--- config.mk ---
export PLATFORM = sky130hd
export DESIGN_NAME = mul_acc_seq_flat
export DESIGN_NICKNAME = d
export VERILOG_FILES = /design/src/rtl/mul_acc_seq_if.sv /design/src/rtl/mul_acc_seq.sv /design/src/flat_wrapper.sv
export SDC_FILE = /design/constraint.sdc
export NUM_CORES = 1
export LEC_CHECK = 0
export CAP_MARGIN = 40
export CORE_MARGIN = 1
export CORE_UTILIZATION = 70
export CTS_BUF_LIST = sky130_fd_sc_hd__clkbuf_4
export DETAILED_ROUTE_END_ITERATION = 10
export DONT_BUFFER_PORTS = 1
export PLACE_DENSITY = 0.87
export SLEW_MARGIN = 40
export SYNTH_ARGS = -nofsm -noshare
export SYNTH_HDL_FRONTEND = slang
export SYNTH_SLANG_ARGS = --single-unit
--- constraint.sdc ---
create_clock -name clock -period 4.1 [get_ports clock]
set_clock_uncertainty 0.2 [all_clocks]
set_input_delay 0.615 -clock clock [delete_from_list [all_inputs] [get_ports clock]]
set_output_delay 0.615 -clock clock [all_outputs]
set_load 0.005 [all_outputs]
--- src/rtl/mul_acc_seq_if.sv ---
// Control bus between the row multiply-accumulate sequencer and its MAC datapath.
// The stall input exists only when MUL_ACC_SEQ_STALL_EN is defined.
interface mul_acc_seq_if #(
    parameter int IDX_W = 4
);
    logic             start;
`ifdef MUL_ACC_SEQ_STALL_EN
    logic             stall;
`endif
    logic             MulAccEn;
    logic             ArithOp;
    logic             ArithRegOp;
    logic [IDX_W-1:0] rd_idx;
    logic             wr_en;
    logic [IDX_W-1:0] wr_idx;
    logic             wr_carry_sel;
    logic             busy;
    logic             done;

    modport master (
`ifdef MUL_ACC_SEQ_STALL_EN
        input  stall,
`endif
        input  start,
        output MulAccEn, ArithOp, ArithRegOp, rd_idx, wr_en, wr_idx,
        output wr_carry_sel, busy, done
    );

    modport slave (
`ifdef MUL_ACC_SEQ_STALL_EN
        output stall,
`endif
        output start,
        input  MulAccEn, ArithOp, ArithRegOp, rd_idx, wr_en, wr_idx,
        input  wr_carry_sel, busy, done
    );
endinterface

--- src/rtl/mul_acc_seq.sv ---
// Sequencer for one row operation R = A*b + C over LIMBS limbs through a LAT-deep MAC pipeline.
// Optional freeze input enabled by MUL_ACC_SEQ_STALL_EN.
module mul_acc_seq #(
    parameter int CP_D_WIDTH = 72,
    parameter int LIMBS      = 4,
    parameter int LAT        = 6,
    parameter int IDX_W      = 4
) (
    input logic           clock,
    input logic           nreset,
    mul_acc_seq_if.master bus
);
    localparam int DW = (LAT > 1) ? $clog2(LAT) : 1;

    localparam logic [1:0] IDLE  = 2'd0;
    localparam logic [1:0] ISSUE = 2'd1;
    localparam logic [1:0] DRAIN = 2'd2;
    localparam logic [1:0] CARRY = 2'd3;

    localparam logic [IDX_W-1:0] LIMBS_I = IDX_W'(LIMBS);
    localparam logic [IDX_W-1:0] LAST_I  = IDX_W'(LIMBS - 1);
    localparam logic [DW-1:0]    LAST_D  = DW'(LAT - 1);

    // Datapath width only travels with the instance; reject nonsense configurations early.
    if (CP_D_WIDTH < 1 || LIMBS < 2 || LIMBS > (1 << IDX_W) - 1 || LAT < 1) begin : g_param_chk
        $error("mul_acc_seq: illegal parameter set");
    end

    logic [1:0]       state;
    logic [IDX_W-1:0] iss_cnt;
    logic [DW-1:0]    drn_cnt;
    logic [IDX_W-1:0] wr_cnt;
    logic [LAT-1:0]   tag_v;
    logic [LAT-1:0]   tag_f;
    logic             stl;
    logic             mac_en;
    logic             out_v;
    logic             out_f;
    logic             carry_wr;

`ifdef MUL_ACC_SEQ_STALL_EN
    assign stl = bus.stall;
`else
    assign stl = 1'b0;
`endif

    assign mac_en   = (state == ISSUE || state == DRAIN) && !stl;
    assign carry_wr = (state == CARRY) && !stl;
    assign out_v    = tag_v[LAT-1];
    assign out_f    = tag_f[LAT-1];

    assign bus.MulAccEn     = mac_en;
    assign bus.ArithRegOp   = mac_en & ~out_v;
    assign bus.ArithOp      = out_v & ~out_f;
    assign bus.rd_idx       = iss_cnt;
    assign bus.wr_en        = (mac_en & out_v) | carry_wr;
    assign bus.wr_idx       = wr_cnt;
    assign bus.wr_carry_sel = carry_wr;
    assign bus.done         = carry_wr;
    assign bus.busy         = (state != IDLE);

    always_ff @(posedge clock or negedge nreset) begin
        if (!nreset) begin
            state   <= IDLE;
            iss_cnt <= '0;
            drn_cnt <= '0;
            wr_cnt  <= '0;
            tag_v   <= '0;
            tag_f   <= '0;
        end else begin
            // Tags travel in lockstep with the MAC pipeline, so they only move when it does.
            if (mac_en) begin
                tag_v[0] <= (state == ISSUE);
                tag_f[0] <= (state == ISSUE) && (iss_cnt == '0);
                for (int i = 1; i < LAT; i++) begin
                    tag_v[i] <= tag_v[i-1];
                    tag_f[i] <= tag_f[i-1];
                end
                if (out_v && wr_cnt != LIMBS_I)
                    wr_cnt <= wr_cnt + IDX_W'(1);
            end
            case (state)
                IDLE: if (bus.start) state <= ISSUE;
                ISSUE: if (!stl) begin
                    if (iss_cnt == LAST_I) begin
                        iss_cnt <= '0;
                        drn_cnt <= '0;
                        state   <= DRAIN;
                    end else begin
                        iss_cnt <= iss_cnt + IDX_W'(1);
                    end
                end
                DRAIN: if (!stl) begin
                    if (drn_cnt == LAST_D) begin
                        drn_cnt <= '0;
                        state   <= CARRY;
                    end else begin
                        drn_cnt <= drn_cnt + DW'(1);
                    end
                end
                CARRY: if (!stl) begin
                    wr_cnt <= '0;
                    state  <= IDLE;
                end
                default: state <= IDLE;
            endcase
        end
    end
endmodule

--- src/flat_wrapper.sv ---
// flat-port wrapper written by rule: the top's interface ports become plain ports
module mul_acc_seq_flat 
#(
    parameter int CP_D_WIDTH = 72,
    parameter int LIMBS      = 4,
    parameter int LAT        = 6,
    parameter int IDX_W      = 4
)
  (clock, nreset, bus_start, bus_MulAccEn, bus_ArithOp, bus_ArithRegOp, bus_rd_idx, bus_wr_en, bus_wr_idx, bus_wr_carry_sel, bus_busy, bus_done);
  mul_acc_seq_if #(.IDX_W(IDX_W)) bus_i ();
  input logic clock;
  input logic nreset;
  input wire logic [$bits(bus_i.start)-1:0] bus_start;
  output wire logic [$bits(bus_i.MulAccEn)-1:0] bus_MulAccEn;
  output wire logic [$bits(bus_i.ArithOp)-1:0] bus_ArithOp;
  output wire logic [$bits(bus_i.ArithRegOp)-1:0] bus_ArithRegOp;
  output wire logic [$bits(bus_i.rd_idx)-1:0] bus_rd_idx;
  output wire logic [$bits(bus_i.wr_en)-1:0] bus_wr_en;
  output wire logic [$bits(bus_i.wr_idx)-1:0] bus_wr_idx;
  output wire logic [$bits(bus_i.wr_carry_sel)-1:0] bus_wr_carry_sel;
  output wire logic [$bits(bus_i.busy)-1:0] bus_busy;
  output wire logic [$bits(bus_i.done)-1:0] bus_done;
  assign bus_i.start = bus_start;
  assign bus_MulAccEn = bus_i.MulAccEn;
  assign bus_ArithOp = bus_i.ArithOp;
  assign bus_ArithRegOp = bus_i.ArithRegOp;
  assign bus_rd_idx = bus_i.rd_idx;
  assign bus_wr_en = bus_i.wr_en;
  assign bus_wr_idx = bus_i.wr_idx;
  assign bus_wr_carry_sel = bus_i.wr_carry_sel;
  assign bus_busy = bus_i.busy;
  assign bus_done = bus_i.done;
  mul_acc_seq #(.CP_D_WIDTH(CP_D_WIDTH), .LIMBS(LIMBS), .LAT(LAT), .IDX_W(IDX_W)) u_core (.clock(clock), .nreset(nreset), .bus(bus_i));
endmodule
==> impl_metrics.py <==
metrics = {
    "clock_network": {
        "htree_levels": 1,
        "cts_made_buffers": 3,
        "cts_root_buf": "clkbuf_4",
        "cts_sinks": 25,
        "cts_tree": "yes",
        "clk_pin_slew_worst_paths_ns": 0.15,
        "clkLatencyLatePin_ns": 0.33,
        "clock_path_buffers": 2,
        "postCtsSetupRepairBufs": 0,
    },
    "job": {
        "max-cap-violations": 0,
    },
    "yosys": {
        "ys_warn_count": 0,
        "synth_top_area_share": 0.467,
        "yosysMostFrequentCell": "dfrtp_1",
        "ys_async_sr_fraction": 1.00,
        "netlist_top_cells_count": "dfrtp_1 (25), mux2_2 (13), inv_1 (12)",
        "syn_area_per_cell_um2": 11.7,
        "synth.area.top_cells": "dfrtp_1 (47%), mux2_2 (11%), ha_1 (10%)",
        "ys_seq_elements": 25,
        "syn_inst": 114,
        "synth_area_um2": 1340,
        "synth_edf_count": 0,
        "synthDistinctLibCells": 34,
        "ys_dominant_reg_cell": "dfrtp_1",
        "synth_top_area_cell": "dfrtp_1",
        "synth_seq_area_share": 0.467,
        "syn_nets": 128,
    },
    "critical_path": {
        "endpoint": "bus_ArithRegOp",
        "arrival_ns": 1.81,
        "path_class": "reg2out",
        "crit_chain": "inv_1 -> ha_1 -> nor2b_1",
        "r2r_start": "u_core.state[1]",
        "path_max_fanout": 17,
        "timing.rr.end": "u_core.drn_cnt[1]",
        "startpoint_type": "register",
        "cpPeakStageDelay_ns": 0.68,
        "crit_slowest_cell": "ha_1",
        "rrSetupSlack_ns": 1.78,
        "reg2reg_depth": 5,
        "path_depth": 3,
        "cp_top_family": "adder cells",
        "cp_num_buf_inv": 1,
        "crit_required_ns": 3.28,
        "startpoint": "u_core.state[0]",
        "end_kind": "output port",
    },
    "timing": {
        "drv_slew": 0,
        "finalCritPeriodShare": 0.640,
        "slew-limit-headroom": 0.616,
        "hold_violations": 0,
        "min_period_ns": 2.62,
        "rsz0062_at_grt": "false",
        "worst-slew-pin-transition_ns": 0.576,
        "fmax_mhz": 381,
        "tns_ns": 0,
        "worst_hold_slack_ns": 0.0382,
        "setup_viol": 0,
    },
    "power_and_ir_drop": {
        "ir_worst_vdd_v": 0.000541,
        "p_clk_frac": 0.110,
        "leakage_nw": 0.666,
        "powerDensity_nw_per_um2": 773,
        "pwr-share-seq": 0.405,
        "power.total_w": 0.00105,
        "switching_share": 0.406,
        "p_sw_w": 0.000426,
        "p_int_w": 0.000625,
        "p_comb_frac": 0.485,
    },
    "placed_design": {
        "dpl_cell_area_um2": 1330,
        "dp.final_hpwl_mm": 1.47,
        "globalplace.congestion": 0.707,
        "port_buffers": 0,
    },
    "drt": {
        "routed_wl_mm": 2.15,
        "route.detailed.drc": 0,
        "drtIter0Drc": 8,
        "viasPerCell": 5.92,
        "vias": 823,
        "firstDrtPassIters": 4,
        "avgRoutedWirePerCell_um": 15.5,
        "drtAntennaViolNets": 0,
    },
    "global_route": {
        "grt_pass1_vias": 814,
        "antenna_found_initial": 0,
        "overflow": 0,
        "grt_usage": 0.249,
        "grt_pass1_wl_mm": 3.57,
        "grt_max_degree": 26,
    },
    "die": {
        "initial_core_util": 0.759,
        "core_um2": 1760,
        "dieArea_um2": 2090,
        "die_w_um": 45.7,
        "rows": 15,
        "fp.dieH_um": 45.7,
        "io_pins": 18,
    },
    "hold_path": {
        "hp-class": "in2async",
    },
    "final_layout": {
        "final_core_utilization": 0.771,
        "fin_nets": 129,
        "fill_cells": 134,
        "multi_input_area_um2": 623,
        "syn2layout_area_growth_pct": 1.59,
        "seq_area_um2": 626,
        "drive_gt1_frac": 0.184,
        "fin_area_um2": 1360,
        "num_antenna_cells": 0,
    },
    "run_status": {
        "status": "finished clean",
    },
}
power by group through the flow:
stage	registers, W	logic [W]	clock network [W]
2_1_floorplan	0.000399	0.000496	0
5_1_grt	0.000441	0.000575	0.000128
6_report	0.000426	0.000510	0.000116
3_3_place_gp	0.000421	0.000488	0
3_5_place_dp	0.000430	0.000505	0
4_1_cts	0.000425	0.000516	0.000119
logic make-up after synthesis:
group,synth area share
xor+xnor,0.00654
flops,0.467
fa+ha+maj,0.103
simple gates,0.117
mux,0.133
compound gates,0.107
buf+inv,0.0673
sequential cells by signal (all words and copies together) (netlist names):
signal             flops
u_core.tag_f           6
u_core.bus.rd_idx      4
u_core.bus.wr_idx      4
u_core.drn_cnt         3
u_core.state           2
u_core.tag_v           6
cells in the final DEF, fill, tap and decap left out, types with 2 or more instances in the layout:
master	Yosys	final
nor2_1	5	5
nor3_1	2	2
nor2b_1	5	5
dfrtp_1	25	25
ha_1	11	11
nand2_1	3	3
clkbuf_4	0	3
mux2_2	13	13
a21oi_1	2	2
o21ai_0	5	5
mux2i_1	2	2
nand4_1	3	3
o22ai_1	2	2
inv_1	12	12
nor4bb_1	2	2
worst register-to-register path, stage by stage, from the launching register on:
cell      delay (ns)
dfrtp_1         0.46
inv_1           0.16
ha_1            0.41
nor4bb_1        0.55
nor2_1          0.14
a211o_1         0.31
routing by layer:
metal / up-vias / wire length, µm / track usage
met1: 402 / 1010 / 0.320
met5: - / 0 / 0
met3: 4 / 86 / 0.0714
met2: 15 / 1030 / 0.403
li1: 402 / - / -
met4: 0 / 26 / 0.0882
per-stage QoR:
step / setup slack (ns) / instances
floorplan: 2.06 / 114
global placement: 1.91 / 134
detailed placement: 1.84 / 134
CTS: 1.45 / 139
global route: 1.32 / 139
finish: 1.48 / 139
worst min path at each step:
stage	start	to	slack, ns
finish	nreset	u_core.tag_v[0]	0.04
global route	nreset	u_core.bus.wr_idx[1]	0.06
CTS	u_core.tag_v[2]	u_core.tag_v[2]	0.33
detailed placement	nreset	u_core.bus.rd_idx[2]	0.12
global placement	nreset	u_core.bus.rd_idx[2]	0.12
floorplan	nreset	u_core.bus.rd_idx[0]	0.12
area by class of cell:
class,count,share of cell area
clock inverter,1,0.00552
multi-input combinational,72,0.458
sequential,25,0.460
inverter,12,0.0331
timing repair buffer,1,0.00368
clock buffer,3,0.0166
tap,25,0.0230
what timing repair did:
action,in CTS,in global routing
hold endpoints to repair,25,0
hold buffers,1,0
resized for setup,0,0
Note: power is estimated with default switching activity, not from simulation.
